`config.mk`:
```
export PLATFORM = sky130hd
export DESIGN_NAME = sub8u_approx_pipe
export DESIGN_NICKNAME = d
export VERILOG_FILES = /design/src/rtl/sub8u_approx_pipe.sv
export SDC_FILE = /design/constraint.sdc
export NUM_CORES = 1
export LEC_CHECK = 0
export CORE_MARGIN = 3
export CORE_UTILIZATION = 32
export CTS_BUF_LIST = sky130_fd_sc_hd__clkbuf_2
export CTS_CLUSTER_SIZE = 24
export DETAILED_ROUTE_END_ITERATION = 8
export GPL_ROUTABILITY_DRIVEN = 1
export PLACE_DENSITY = 0.58
export SYNTH_ARGS = -nofsm -noshare
export SYNTH_HDL_FRONTEND = slang
export SYNTH_SLANG_ARGS = --single-unit
```
`constraint.sdc`:
```
create_clock -name clk -period 3.4 [get_ports clk]
set_clock_uncertainty 0.1 [all_clocks]
set_input_delay 0.51 -clock clk [delete_from_list [all_inputs] [get_ports clk]]
set_output_delay 0.51 -clock clk [all_outputs]
set_load 0.05 [all_outputs]
```
`src/rtl/sub8u_approx_pipe.sv`:
```
// rtl/sub8u_approx_pipe.sv - two-stage approximate 8-bit unsigned subtractor with error statistics
// High bits are subtracted exactly; the low APPROX_LSB bits pass A through, with no borrow.
module sub8u_approx_pipe #(
   parameter int APPROX_LSB = 2
) (
   input  logic        clk,
   input  logic        rst_n,
   input  logic [7:0]  A,
   input  logic [7:0]  B,
   input  logic        in_valid,
   output logic        in_ready,
   output logic [8:0]  O,
   output logic        out_valid,
   input  logic        out_ready,
   input  logic        stats_clr,
   output logic [7:0]  err_max,
   output logic [23:0] err_sum,
   output logic [15:0] err_cnt
);

   localparam logic [7:0] LOW_MASK = 8'((16'd1 << APPROX_LSB) - 16'd1);

   logic        r_s1_valid;
   logic [7:0]  r_s1_a;
   logic [7:0]  r_s1_b;
   logic [8:0]  r_s1_hdiff;
   logic        r_s2_valid;
   logic [8:0]  r_o;
   logic [7:0]  r_err;
   logic [7:0]  r_max;
   logic [23:0] r_sum;
   logic [15:0] r_cnt;

   logic        w_s2_load;
   logic        w_s1_load;
   logic        w_in_xfer;
   logic        w_out_xfer;
   logic [7:0]  w_ah;
   logic [7:0]  w_bh;
   logic [8:0]  w_hdiff;
   logic [8:0]  w_o;
   logic [8:0]  w_e;
   logic [8:0]  w_d9;
   logic [7:0]  w_err;
   logic [24:0] w_sum_next;

   assign w_s2_load  = !r_s2_valid || out_ready;
   assign w_s1_load  = !r_s1_valid || w_s2_load;
   assign in_ready   = rst_n && w_s1_load;
   assign out_valid  = rst_n && r_s2_valid;
   assign w_in_xfer  = in_valid && in_ready;
   assign w_out_xfer = out_valid && out_ready;

   // High-part difference only; its 9-bit result shifted by k is the (9-k)-bit field O[8:k].
   assign w_ah    = A >> APPROX_LSB;
   assign w_bh    = B >> APPROX_LSB;
   assign w_hdiff = {1'b0, w_ah} - {1'b0, w_bh};

   assign w_o = 9'(r_s1_hdiff << APPROX_LSB) | {1'b0, r_s1_a & LOW_MASK};
   assign w_e = {1'b0, r_s1_a} - {1'b0, r_s1_b};
   // True error magnitude is below 2^k <= 128, so 9-bit wraparound arithmetic is exact.
   assign w_d9  = w_o - w_e;
   assign w_err = w_d9[8] ? 8'(8'd0 - w_d9[7:0]) : w_d9[7:0];

   always_ff @(posedge clk) begin
      if (!rst_n) begin
         r_s1_valid <= 1'b0;
         r_s1_a     <= 8'd0;
         r_s1_b     <= 8'd0;
         r_s1_hdiff <= 9'd0;
         r_s2_valid <= 1'b0;
         r_o        <= 9'd0;
         r_err      <= 8'd0;
      end else begin
         if (w_s1_load) begin
            r_s1_valid <= in_valid;
         end
         if (w_in_xfer) begin
            r_s1_a     <= A;
            r_s1_b     <= B;
            r_s1_hdiff <= w_hdiff;
         end
         if (w_s2_load) begin
            r_s2_valid <= r_s1_valid;
         end
         if (w_s2_load && r_s1_valid) begin
            r_o   <= w_o;
            r_err <= w_err;
         end
      end
   end

   assign w_sum_next = {1'b0, r_sum} + {17'd0, r_err};

   always_ff @(posedge clk) begin
      if (!rst_n || stats_clr) begin
         r_max <= 8'd0;
         r_sum <= 24'd0;
         r_cnt <= 16'd0;
      end else if (w_out_xfer) begin
         r_cnt <= (r_cnt == 16'hFFFF) ? r_cnt : r_cnt + 16'd1;
         r_sum <= w_sum_next[24] ? 24'hFF_FFFF : w_sum_next[23:0];
         if (r_err > r_max) begin
            r_max <= r_err;
         end
      end
   end

   assign O       = r_o;
   assign err_max = r_max;
   assign err_sum = r_sum;
   assign err_cnt = r_cnt;

endmodule

```
-- After elaboration in Yosys (flattened, before gate mapping)
Cells that the tools add are included.
- add/sub/neg operators: 6
- order comparisons: 1
- equality and inequality tests: 1
- muxes and demuxes: 2
- bitwise logic cells: 2
- reductions and logical operators: 13
- operators with widths (operator ; count):
    adder 24 x 8 -> 25 bit ; 1
    two-way mux 24 bit ; 1
    adder 16 x 1 -> 16 bit (second input constant) ; 1
    == test 16 bit (second input constant) ; 1
    OR 9 x 2 -> 9 bit ; 1
    subtractor 8 x 8 -> 9 bit ; 1
    subtractor 9 bit ; 1
    > comparator 8 bit ; 1
    two-way mux 8 bit ; 1
    subtractor 1 x 8 -> 8 bit (first input constant) ; 1
    subtractor 6 x 6 -> 7 bit ; 1
    logical AND 1 bit ; 5
    AND reduction 2 bit ; 2
    logical NOT 1 bit ; 3
    logical OR 1 bit ; 3
    NOT 1 bit ; 1
- register bits after elaboration: 90
- input port bits: 21
- output and inout port bits: 59
- word-level logic and storage cells: 35

-- Logic depth before layout (Yosys ltp)
Gate-level depths: netlist of run 1.
- depth in word-level cells: 5
- gate-level depth with buffers: 12
- gate-level depth less buffers: 11

-- Least setup slack after synthesis of run 1
Ideal clock, no wire load.
- path kind: reg-to-reg
- start point: register r_s1_b[6]
- end point: register r_err[5]
- library setup time: 91 ps
- arrival: 2703 ps
- required time: 3209 ps
- path slack: 506 ps
- cell stages (with the launch flop): 12
- path buffers: 1
- period minus slack after synthesis: 2894 ps
- path through: dfxtp_1 -> inv_1 -> fa_1 -> inv_1 -> ha_1 -> a21o_1 -> a31o_1 -> a221oi_2 -> nand2_2 -> buf_6 -> or3_1 -> a311oi_1
- cells in the longest elaborated chain, start to end: 3
- RTL lines (element ; RTL line ; RTL):
    from (decl) ; 25 ; logic [7:0] r_s1_b;
    from (signal assigned) ; 69 ; r_s1_b <= 8'd0;
    from (signal assigned) ; 80 ; r_s1_b <= B;
    subtractor 8 x 8 -> 9 bit ; 60 ; assign w_e = {1'b0, r_s1_a} - {1'b0, r_s1_b};
    subtractor 9 bit ; 62 ; assign w_d9 = w_o - w_e;
    two-way mux 8 bit ; 63 ; assign w_err = w_d9[8] ? 8'(8'd0 - w_d9[7:0]) : w_d9[7:0];
    to (signal assigned) ; 88 ; r_err <= w_err;
    to (decl) ; 29 ; logic [7:0] r_err;
No other way between the ends.
A chain may end at the register's enable or synchronous reset.

-- Final worst setup path of run 1
- start point: register r_s1_b[3]
- end point: register r_err[7]
- cells in the longest elaborated chain, start to end: 4
- RTL lines (element ; RTL line):
    subtractor 8 x 8 -> 9 bit * ; 60
    subtractor 9 bit * ; 62
    subtractor 1 x 8 -> 8 bit ; 63
    two-way mux 8 bit * ; 63
Every way passes the cells marked *; elsewhere a longest branch is shown, timed or not.

==> results of run 1 <==
sequential cells by signal, indices dropped and copies added (netlist names), 7 cells and up:
register	flops
err_sum	24
err_cnt	16
O	9
err_max	8
r_err	8
r_s1_a	8
r_s1_b	8
r_s1_hdiff	7
repair_timing:
item | CTS | global route
setup buffers | 0 | 4
endpoints found under the setup margin | 0 | 3
gates resized for setup | 0 | 4
critical path, stage by stage (launching register included):
cell and delay [ns]:
dfxtp_1 0.39, inv_1 0.06, fa_1 0.50, inv_1 0.04, ha_1 0.40, a21oi_4 0.22
o22ai_1 0.17, a221oi_2 0.36, nand2_2 0.15, buf_4 0.16, or3_1 0.36, a31oi_1 0.16
per-stage QoR:
step / power (W) / hold WS [ns] / cell area, µm² / setup slack (ns) / instances
detailed placement: 0.00185 / 0.351 / 5960 / 0.270 / 840
global route: 0.00260 / 0.300 / 6120 / 0.0144 / 859
CTS: 0.00241 / 0.280 / 6070 / 0.193 / 855
floorplan: 0.00170 / 0.332 / 4980 / 0.506 / 596
global placement: 0.00182 / 0.347 / 5960 / 0.436 / 840
finish: 0.00244 / 0.342 / 6120 / 0.249 / 859
cells in the mapped netlist (11+ instances only):
cell / number / share of area
a211oi_1: 12 / 0.018
a21oi_1: 40 / 0.040
xor2_1: 21 / 0.037
nand2_1: 71 / 0.053
o21ai_0: 32 / 0.032
and3_1: 11 / 0.014
inv_1: 51 / 0.038
nand3_1: 27 / 0.027
ha_1: 33 / 0.083
dfxtp_1: 90 / 0.36
nor2_1: 38 / 0.029
mux2i_1: 12 / 0.024
clkbuf_1: 22 / 0.017
layer usage:
layer	part of all wire	routed length (µm)	vias to the layer above
li1	-	-	2237
met1	0.49	5930	1973
met2	0.46	5600	88
met3	0.038	462	15
met4	0.017	212	0
met5	0	0	-
cell families (layout without fill, tap and decap cells):
group / Yosys count / in the layout / share of synthesized area
simple gates: 211 / 211 / 0.209
compound gates: 134 / 134 / 0.173
flops: 90 / 90 / 0.362
buf+inv: 79 / 158 / 0.0628
fa+ha+maj: 42 / 42 / 0.119
xor+xnor: 28 / 28 / 0.0507
mux: 12 / 12 / 0.0241
area by class of cell:
type	instances	area share
Timing Repair Buffer	92	0.146
Tap cell	184	0.0376
Inverter	51	0.0313
Sequential cell	90	0.295
Multi-Input combinational cell	427	0.471
Clock buffer	9	0.00736
Clock inverter	6	0.0112
placed cells by master (no fill, tap or decap), types with 2 or more instances in the layout:
cell,instances
o31ai_1,5
nand2_1,71
a31oi_1,8
nor2b_1,10
xnor2_1,6
mux2i_1,12
a311oi_1,5
o21a_1,4
ha_1,33
and4_1,7
dfxtp_2,2
a211oi_1,12
o21ai_0,32
or2_2,4
nor3_1,7
dfxtp_1,88
nand4_1,10
a41oi_1,2
inv_1,51
clkbuf_2,9
and2_1,4
xor2_1,20
clkdlybuf4s50_1,77
and3_1,11
nor3b_1,4
a21oi_1,40
nand2b_1,5
a311o_1,2
clkinv_4,3
or3_1,5
buf_4,14
nand3_1,27
a21o_1,6
nor4_1,2
fa_1,9
nor2_1,38
power groups by stage:
stage          logic [W]  clock network, W  registers (W)
6_report        0.000748          0.000552        0.00114
5_1_grt         0.000837          0.000620        0.00115
4_1_cts         0.000691          0.000583        0.00114
3_5_place_dp    0.000688                 0        0.00116
3_3_place_gp    0.000667                 0        0.00116
2_1_floorplan   0.000535                 0        0.00116
path summary, 6_finish.rpt:
check,end,cells past startpoint,slack [ns],from
min reg2reg,r_s1_a[0],2,0.38,r_s1_a[0]
min,r_s1_a[0],3,0.34,A[0]
max reg2reg,r_err[7],11,0.25,r_s1_b[3]
max,r_err[7],11,0.25,r_s1_b[3]
==> summary.txt, run 1 <==
H-tree depth: 3
WP data arrival: 3.57 ns
Post-synthesis to final-layout area growth: 22.8%
Worst-Margin Slew: 0.758 ns
Final ANT Viol Nets: 0
Fin nets: 734
First-pass GRT wire length: 20600 µm
Die area: 17100 µm²
Vias in the first global route: 4244
Ys flop type: dfxtp_1
1st-pass router iterations: 4
Wire per inst: 14.2 µm
Synth Cell Area: 4980 µm²
Ant diodes: 0
GRT Overall Usage: 0.150
TritonCTS buffer count: 9
CTS Hold Bufs: 0
Final Util: 0.412
Critical path class: reg -> reg
DR vias: 4313
Cells after Synth: 596
Seq pwr share: 0.467
Sw Share: 0.342
Die height: 131 µm
Gate power share: 0.307
Worst min-delay path class: in -> reg
Final Setup Violations: 0
Peak supply drop: 0.000199 V
Number of vias per cell: 5.02
Syn_area_per_cell: 8.36 µm²
Sink Count: 90
Met1 usage: 0.200
RSZ-0062 raised after global routing: no
Slew HR: 0.490
Req. time, crit path: 3.81 ns
FF+latch area: 1800 µm²
Number of enable flip-flop cells after synthesis: 0
Yosys cell types: 60
DRT iter0 DRCs: 242
Initial antenna violation count: 0
Sw Pwr: 0.000835 W
Status: finished, final reports clean
Final min period: 3.15 ns
Max Root-Sink Buffers: 2
GRT met3 Usage: 0.0268
Clk pin slew, worst setup/hold paths: 0.25 ns
Ys async rst share: 0
Pins Over Slew Limit: 0
Die X-Extent: 131 µm
Pwr per Cell Area: 398 nW/µm²
Post-DP HPWL: 9430 µm
Number of core rows: 44
Setup_tns: 0 ns
RD Place Congestion: 0.827
CP Launch Type: register
Crit path max fanout: 8
Routing usage on met2: 0.242
Post-synthesis sequential area ratio: 0.362
Multi-input gate area: 2880 µm²
Initial Utilization: 0.335
Synth Register Bits: 90
Final wirelength: 12200 µm
Leak: 2.39 nW
CTS tree: built
Crit. End Element: register
Global route hottest layer: met2
Syn Nets: 659
Filler Cells Inserted: 1506
Port Buffers: 79
FMAX: 317 MHz
Top Ports: 80
Internal power: 0.00160 W
Max Cap Viol: 0
Clk root buf: clkbuf_2
Synth warn: 0
Share of cells above drive strength 1: 0.0667
Grt total ovfl: 0
DR DRC count: 0
Worst-skew pair later-pin latency: 0.61 ns
Core Footprint: 14900 µm²
Final Cycle Share: 0.927
Clock power share: 0.226
Largest net degree at the start of global routing: 32
Fin. Hold Viols: 0
Note: power is estimated with default switching activity, not from simulation.
==> run 2: changes to the inputs <==
Settings changed: CTS_CLUSTER_SIZE 24 to 30, SLEW_MARGIN from default to 20, TNS_END_PERCENT from default to 5.
==> results of run 2 <==
Same layout as run 1: the final DEF is identical, and so are final timing and power.
==> patch (settings of run 2) <==
Make the reset (`rst_n`) asynchronous in one clocked block.
--- a/src/rtl/sub8u_approx_pipe.sv
+++ b/src/rtl/sub8u_approx_pipe.sv
@@ -64,3 +64,3 @@
 
-   always_ff @(posedge clk) begin
+   always_ff @(posedge clk or negedge rst_n) begin
       if (!rst_n) begin
Check against the original RTL: differs if rst_n is asserted again (counterexample within 4 cycles, from zero or initial values and one cycle with rst_n low); with rst_n held inactive, the same outputs for 4 cycles.
==> patch against run 2 <==
Setup slack lost 120 ps. Routed wire length shrank 1.2%. Cell area grew 4.6%. Sequential cell count is the same. Hold slack lost 170 ps. Synthesized area grew 4.3%. Largest cell class unchanged. Highest routed layer unchanged.
Power is not compared: it rests on default switching activity, and its combinational part moved more than twofold at a synthesized area within 25%.
==> patch: results (changes against run 2) <==
run status=completed; fillers=1549 (+2.9%); met1 capacity usage during global routing=17.2% (-2.9 points); area share of fa/ha/maj cells after synthesis=11.4% (-0.49 points); number of antenna violations at the first check in global routing=0 (unchanged); ratio of cells with drive above 1 in the final layout=7.73% (+1.1 points); flip-flop and latch share of the layout cell area=31.4% (+2.0 points); Data buffer area share=13.2% (-1.4 points); placed insts=854 (+1.7%); compound-gate portion of the synthesized area=15.9% (-1.4 points); via count of the first global-routing pass=4274 (+0.71%); Non-Filler Instances=871 (+1.4%); met2 usage=23.6% (-0.61 points); sum of net half-perimeters after detailed placement=9.14 mm (-3.1%); xor/xnor share of the synthesized area=5.20% (+0.13 points); Async S/R FF share, synth=46.7% (+47 points); leading cell types by total area after synthesis=sky130_fd_sc_hd__dfrtp_1 20%, sky130_fd_sc_hd__dfxtp_1 18%, sky130_fd_sc_hd__ha_1 7.9%, sky130_fd_sc_hd__nand2_1 5.3%, sky130_fd_sc_hd__o21ai_0 3.8%; layout net count=718 (-2.2%); type of the tightest min-delay check=in -> async; detail-routed net length per standard cell=13.8 um (-2.5%); first-pass GRT wire length=20.5 mm (-0.64%); Post-Route M1 WL=5.70 mm (-3.9%); net count after synthesis=637 (-3.3%); Multi-input comb cells=415 (-2.8%); GRT met3 Usage=3.59% (+0.90 points); mux cell area share after synthesis=4.48% (+2.1 points); Largest register FFs=24 (unchanged); Worst-Margin Slew=937 ps (+179 ps); routed wire length on met2=5.59 mm (-0.16%); share of synthesized area occupied by flip-flops and latches=38.7% (+2.6 points); non-clock buffer count=87 (-5.4%); Unique masters post-synth=65 (+8.3%); CTS Hold Buffers Added=1 (+1); DP Worst Slack=203 ps (-66.4 ps); met3 WL post-DR=583 um (+26%); initial drt markers=174 (-28%); critical path peak fanout=5 (-3); Syn Inst Count=574 (-3.7%); clock-cell share of area=2.42% (+0.56 points); total track usage=13.8% (-1.2 points); area used by multi-input combinational logic=0.00293 mm^2 (+1.5%); drt first pass iters=5 (+1); Via density=4.94 (-1.7%); RePlAce Congestion=0.860 (+4.0%)
patch: metrics by stage:
stage / area [um^2] / power [mW]
finish: 6400 / 3.90
global route: 6400 / 4.26
CTS: 6400 / 3.94
detailed placement: 6230 / 3.23
global placement: 6230 / 3.17
floorplan: 5200 / 2.77
patch: worst paths after layout:
check | end | cells past startpoint | from | slack, ps
setup / recovery | r_err[7]$_DFFE_PN0P_ | 11 | r_s1_a[1]$_DFFE_PN0P_ | 130
hold / removal | r_s2_valid$_DFFE_PN0P_ | 2 | rst_n | 170
setup reg to reg | r_err[7]$_DFFE_PN0P_ | 11 | r_s1_a[1]$_DFFE_PN0P_ | 130
hold reg to reg | err_max[1]$_SDFFE_PP0P_ | 2 | err_max[1]$_SDFFE_PP0P_ | 400
max in group asynchronous | r_s1_hdiff[6]$_DFFE_PN0P_ | 3 | rst_n | 2250
min in group clk | r_s1_b[4]$_DFFE_PN0P_ | 3 | B[4] | 390
patch: logic make-up after synthesis:
| family | count (synthesis) |
|---|---|
| AOI/OAI and AO/OA | 119 |
| xor gates and xnor gates | 30 |
| adders and majority gates | 42 |
| buffers and inverters | 69 |
| DFF | 90 |
| muxes | 22 |
| and+or+nand+nor | 202 |
patch: worst max-delay path: stages (launching register included):
cell	delay, ps
sky130_fd_sc_hd__dfrtp_2	460
sky130_fd_sc_hd__inv_1	70
sky130_fd_sc_hd__ha_1	320
sky130_fd_sc_hd__xnor2_2	290
sky130_fd_sc_hd__inv_1	160
sky130_fd_sc_hd__fa_1	420
sky130_fd_sc_hd__a211oi_1	350
sky130_fd_sc_hd__nor2_1	110
sky130_fd_sc_hd__xnor2_1	190
sky130_fd_sc_hd__nor4_1	290
sky130_fd_sc_hd__mux2_2	380
sky130_fd_sc_hd__nand3_1	80
